==> src/rtl/board_controller.sv <==
// Tic-tac-toe board controller: synchronized switch rises place X/O marks.
// Optional WIN_MASK_EN adds a win_mask output marking tiles on winning lines.
module board_controller (
  input  logic        clk,
  input  logic        reset,
  input  logic [8:0]  input_switches,
  output logic [17:0] tiles,
  output logic        turn,
  output logic [1:0]  winner,
  output logic        game_over,
  output logic [3:0]  move_count,
  output logic        move_ok,
  output logic        move_err
`ifdef WIN_MASK_EN
  ,
  output logic [8:0]  win_mask
`endif
);

  typedef enum logic [1:0] {
    PLAY  = 2'd0,
    CHECK = 2'd1,
    OVER  = 2'd2
  } state_t;

  localparam logic [8:0] LINE_MASK [8] = '{
    9'b000_000_111, 9'b000_111_000, 9'b111_000_000,
    9'b001_001_001, 9'b010_010_010, 9'b100_100_100,
    9'b100_010_001, 9'b001_010_100
  };

  state_t      state;
  logic [8:0]  sync1, sync2, prev;
  logic [8:0]  rise, occ, xs, os;
  logic [7:0]  line_x, line_o;
  logic [1:0]  code, win_code;
  logic [17:0] tiles_nxt;

  assign rise = sync2 & ~prev;
  assign code = turn ? 2'b01 : 2'b11;

  always_comb begin
    occ = '0;
    xs = '0;
    os = '0;
    tiles_nxt = tiles;
    for (int i = 0; i < 9; i++) begin
      occ[i] = |tiles[2*i +: 2];
      xs[i]  = tiles[2*i +: 2] == 2'b11;
      os[i]  = tiles[2*i +: 2] == 2'b01;
      if (rise[i]) tiles_nxt[2*i +: 2] = code;
    end
  end

  always_comb begin
    line_x = '0;
    line_o = '0;
    for (int l = 0; l < 8; l++) begin
      line_x[l] = (xs & LINE_MASK[l]) == LINE_MASK[l];
      line_o[l] = (os & LINE_MASK[l]) == LINE_MASK[l];
    end
    win_code = (|line_x) ? 2'b11 : (|line_o) ? 2'b01 : 2'b00;
  end

`ifdef WIN_MASK_EN
  logic [8:0] win_bits;
  always_comb begin
    win_bits = '0;
    for (int l = 0; l < 8; l++)
      if (line_x[l] || line_o[l]) win_bits = win_bits | LINE_MASK[l];
  end
`endif

  always_ff @(posedge clk) begin
    if (reset) begin
      state      <= PLAY;
      sync1      <= '0;
      sync2      <= '0;
      prev       <= '0;
      tiles      <= '0;
      turn       <= 1'b0;
      winner     <= 2'b00;
      game_over  <= 1'b0;
      move_count <= '0;
      move_ok    <= 1'b0;
      move_err   <= 1'b0;
`ifdef WIN_MASK_EN
      win_mask   <= '0;
`endif
    end else begin
      sync1    <= input_switches;
      sync2    <= sync1;
      prev     <= sync2;
      move_ok  <= 1'b0;
      move_err <= 1'b0;
      unique case (state)
        PLAY: begin
          if (|rise) begin
            if ($onehot(rise) && !(|(rise & occ))) begin
              tiles      <= tiles_nxt;
              move_count <= move_count + 4'd1;
              move_ok    <= 1'b1;
              state      <= CHECK;
            end else begin
              move_err <= 1'b1;
            end
          end
        end
        CHECK: begin
          move_err <= |rise;
          if (win_code != 2'b00) begin
            winner    <= win_code;
            game_over <= 1'b1;
`ifdef WIN_MASK_EN
            win_mask  <= win_bits;
`endif
            state     <= OVER;
          end else if (move_count == 4'd9) begin
            winner    <= 2'b10;
            game_over <= 1'b1;
            state     <= OVER;
          end else begin
            turn  <= ~turn;
            state <= PLAY;
          end
        end
        OVER: move_err <= |rise;
        default: state <= PLAY;
      endcase
    end
  end

endmodule

==> config.mk <==
export PLATFORM = sky130hd
export DESIGN_NAME = board_controller
export DESIGN_NICKNAME = d
export VERILOG_FILES = /design/src/rtl/board_controller.sv
export SDC_FILE = /design/constraint.sdc
export NUM_CORES = 1
export LEC_CHECK = 0
export ABC_AREA = 1
export BUFFER_PORTS_ARGS = -buffer_cell sky130_fd_sc_hd__clkbuf_2
export CORE_MARGIN = 4
export CORE_UTILIZATION = 30
export DETAILED_ROUTE_END_ITERATION = 12
export SYNTH_ARGS = -nofsm -noshare
export SYNTH_HDL_FRONTEND = slang
export SYNTH_SLANG_ARGS = --single-unit
==> constraint.sdc <==
create_clock -name clk -period 5 [get_ports clk]
set_clock_uncertainty 0.1 [all_clocks]
set_input_delay 0.25 -clock clk [delete_from_list [all_inputs] [get_ports clk]]
set_output_delay 0.25 -clock clk [all_outputs]
set_load 0.01 [all_outputs]
==> impl_metrics.yaml <==
outcome:
  run_status: "finished, final reports clean"
critical_path:
  crit_start: "sync2[0]"
  reg2reg_depth: 18
  max_stage_delay_ns: 0.47
  worstSetupStartpointType: "register"
  path_cells: "inv_2 -> nor2_1 -> fa_1 -> inv_1 -> fa_1 -> fa_1 -> inv_1 -> fa_1 -> inv_1 -> fa_1 -> nand2_1 -> nor2_1 -> nand2_1 -> nor2_4 -> nand3_4 -> nor3_1 -> nand2_1 -> a21oi_1"
  timing.setup.critical_path_class: "register to register"
  timing.rr.start: "sync2[0]"
  rr_endpoint: "tiles[15]"
  required_time_worst_endpoint_ns: 5.14
  cp_top_family: "adder cells"
  cp_num_buf_inv: 4
  timing.critical_path.arrival_ns: 4.20
  critical_path_peak_fanout: 9
  most_common_cell_on_crit_path: "fa_1"
  worst_path_max_delay_cell: "fa_1"
  cp-end-kind: "register"
  ff2ff_setup_slack_ns: 0.94
grt:
  global_route_wire_length_before_repair_um: 10810
  initial_antenna_violation_count: 0
  grt_use_total: 0.1216
  grt_max_degree: 49
  via_count_of_the_first_global_routing_pass: 2356
  total_global_routing_overflow: 0
hold_path:
  worstHoldEndpoint: "sync1[4]"
  min_from: "input_switches[4]"
  hold_path_depth: 3
  timing.hold.worst.class: "input port to register"
cts:
  cts.reportedPaths.clkPinSlew_ns: 0.06
  tritoncts_buffers: 9
  cts_buffer_depth: 2
  clock_latency_ns: 0.33
  postCtsSetupRepairBufs: 0
  clockRootBuffer: "clkbuf_8"
  cts_htree_levels: 3
  ctsResizeCount: 0
  tritoncts: "built"
  cts_num_sinks: 57
synthesis:
  synth_ff_type: "dfxtp_1"
  yosys_register_bits: 57
  synth_top_cells_by_count: "nor2_1, nand2_1, inv_1"
  synthesis.instances: 399
  post_synth_instance_area_um2: 2796
  netlist_top_cells_area: "dfxtp_1, nor2_1, nand2_1, inv_1, ha_1"
  synth.most_common_cell: "nor2_1"
  yosysSeqAreaShare: 0.4081
  synth_edf_count: 0
  synthArstFlopShare: 0
  yosysWarningCount: 0
  syn_nets: 424
  post_synth_num_cell_types: 25
  netlist.top_cell.by_area: "dfxtp_1"
  netlist.area_leader.share: 0.4081
  postSynthAreaPerCell_um2: 7.009
power:
  cell_leakage_power_nw: 1.674
  powerDensity_nw_per_um2: 345.3
  vdd_drop_max_v: 0.0002219
route:
  met2_wirelength_um: 2862
  detail_route.drc_violations: 0
  initialDrtViolationCount: 73
  detailed_route_wire_length_on_metal_1_um: 2799
  highest-signal-layer: "met4"
  wire_length_per_cell_after_detailed_routing_um: 10.84
  drt.antenna.violating_nets: 0
  route.detailed.vias_per_inst: 4.329
  postRouteWirelength_um: 6105
  met3_wirelength_um: 294
  routed-via-count: 2437
  firstDrtPassIters: 4
timing:
  worst_slew_pin_slew_ns: 0.9843
  timing.final.setup_violations: 0
  post-route-min-period_ns: 4.059
  tns_ns: 0
  achievable-frequency_ghz: 0.2464
  min_period_over_period: 0.8117
  timing.final.max_slew_violations: 0
  max_slew_margin: 0.3438
  grt_setup_unrepaired: "no"
  final-hold-violation-count: 0
place:
  routabilityCongestion: 0.8428
  place.detailed.hpwl_um: 4680
  io_buffers: 38
layout:
  syn2layout_area_growth_pct: 19.69
  post_route_cells_drive_above_1_share: 0.1802
  num_antenna_cells: 0
  fillerInstances: 928
  design.final.nets: 475
  multi_input_area_um2: 1323
  area.sequential_um2: 1141
  post-route-util: 0.3764
job:
  max-cap-violations: 0
floorplan:
  dieArea_um2: 10930
  floorplan.rows: 34
  die-width_um: 104.5
  ios: 39
  core_area_um2: 8891
  die_h_um: 104.5
  initial_core_util: 0.3145
==> stage by stage <==
| stage | hold slack (ns) | instances | setup WS [ns] | cell area, um2 | total power, mW |
|---|---|---|---|---|---|
| 3_3_place_gp | 0.2904 | 540 | 1.046 | 3103 | 0.7847 |
| 4_1_cts | 0.001573 | 563 | 0.9727 | 3347 | 1.174 |
| 6_report | 0.01057 | 563 | 0.9413 | 3347 | 1.156 |
| 5_1_grt | 0.01388 | 563 | 0.5747 | 3347 | 1.231 |
| 3_5_place_dp | 0.2954 | 540 | 1.004 | 3103 | 0.7898 |
| 2_1_floorplan | 0.2570 | 399 | 1.286 | 2796 | 0.7189 |
==> report_power, final <==
| part | internal [mW] | total (mW) | switching [mW] |
|---|---|---|---|
| Combinational | 0.0916 | 0.261 | 0.170 |
| Sequential | 0.490 | 0.520 | 0.0298 |
| Clock | 0.204 | 0.374 | 0.170 |
| Total | 0.786 | 1.16 | 0.369 |
==> layout make-up <==
type | instances | share of cell area
sequential | 57 | 0.3409
clock inverter | 3 | 0.004486
multi-input combinational | 254 | 0.3951
tap | 108 | 0.04037
timing repair buffer | 45 | 0.07776
inverter | 83 | 0.09383
clock buffer | 13 | 0.04748
==> repair_timing <==
action,in CTS,in global routing
hold endpoints to repair,7,0
endpoints found under the setup margin,0,0
hold buffers,7,0
==> worst reg2reg max path: stages (launching register included) <==
cell and delay (ns):
dfxtp_1 0.32, inv_2 0.03, nor2_1 0.27, fa_1 0.45
inv_1 0.07, fa_1 0.42, fa_1 0.44, inv_1 0.08
fa_1 0.18, inv_1 0.05, fa_1 0.47, nand2_1 0.05
nor2_1 0.09, nand2_1 0.09, nor2_4 0.13, nand3_4 0.17
nor3_1 0.32, nand2_1 0.09, a21oi_1 0.13
==> registers in the layout, summed over array words and instances (netlist names) <==
name / count
game_over: 1
move_count: 4
move_err: 1
move_ok: 1
prev: 9
state: 2
sync1: 9
sync2: 9
tiles: 18
turn: 1
winner: 2
==> cells in the final DEF, fill, tap and decap left out <==
cell and n:
ha_1 9, inv_4 1, nor3_1 10, nor2_2 3
clkinv_1 2, nor2_8 1, inv_2 7, clkbuf_1 2
a21boi_0 1, nand3_1 17, nor2_4 6, nand3_4 1
nor2_1 83, nand2_4 2, nand2_2 4, o21ai_1 5
clkbuf_8 11, o21ai_0 7, fa_1 5, dfxtp_1 57
nand4_1 3, clkinv_2 3, a21oi_1 12, inv_1 73
clkbuf_2 38, nand2_1 80, dlygate4sd3_1 7, nand3_2 1
o21ai_2 4
==> worst max-delay path by stage <==
stage                    end  depth (start not counted)
6_report           tiles[15]                         18
5_1_grt            tiles[15]                         18
4_1_cts            tiles[15]                         18
3_5_place_dp       tiles[15]                         18
3_3_place_gp       tiles[15]                         18
2_1_floorplan  move_count[2]                         19
==> cell families after synthesis <==
family,synth area share
AO/OA/AOI/OAI,0.05816
flip-flops,0.4081
buffers and inverters,0.1190
adder cells (fa/ha/maj),0.07606
AND/OR/NAND/NOR,0.3387
==> metal layers <==
metal / track usage / vias up
met5: 0 / -
met4: 0.05698 / 0
met3: 0.03083 / 14
met2: 0.2006 / 45
met1: 0.1489 / 1085
li1: - / 1293
(Power assumes the default switching activity.)
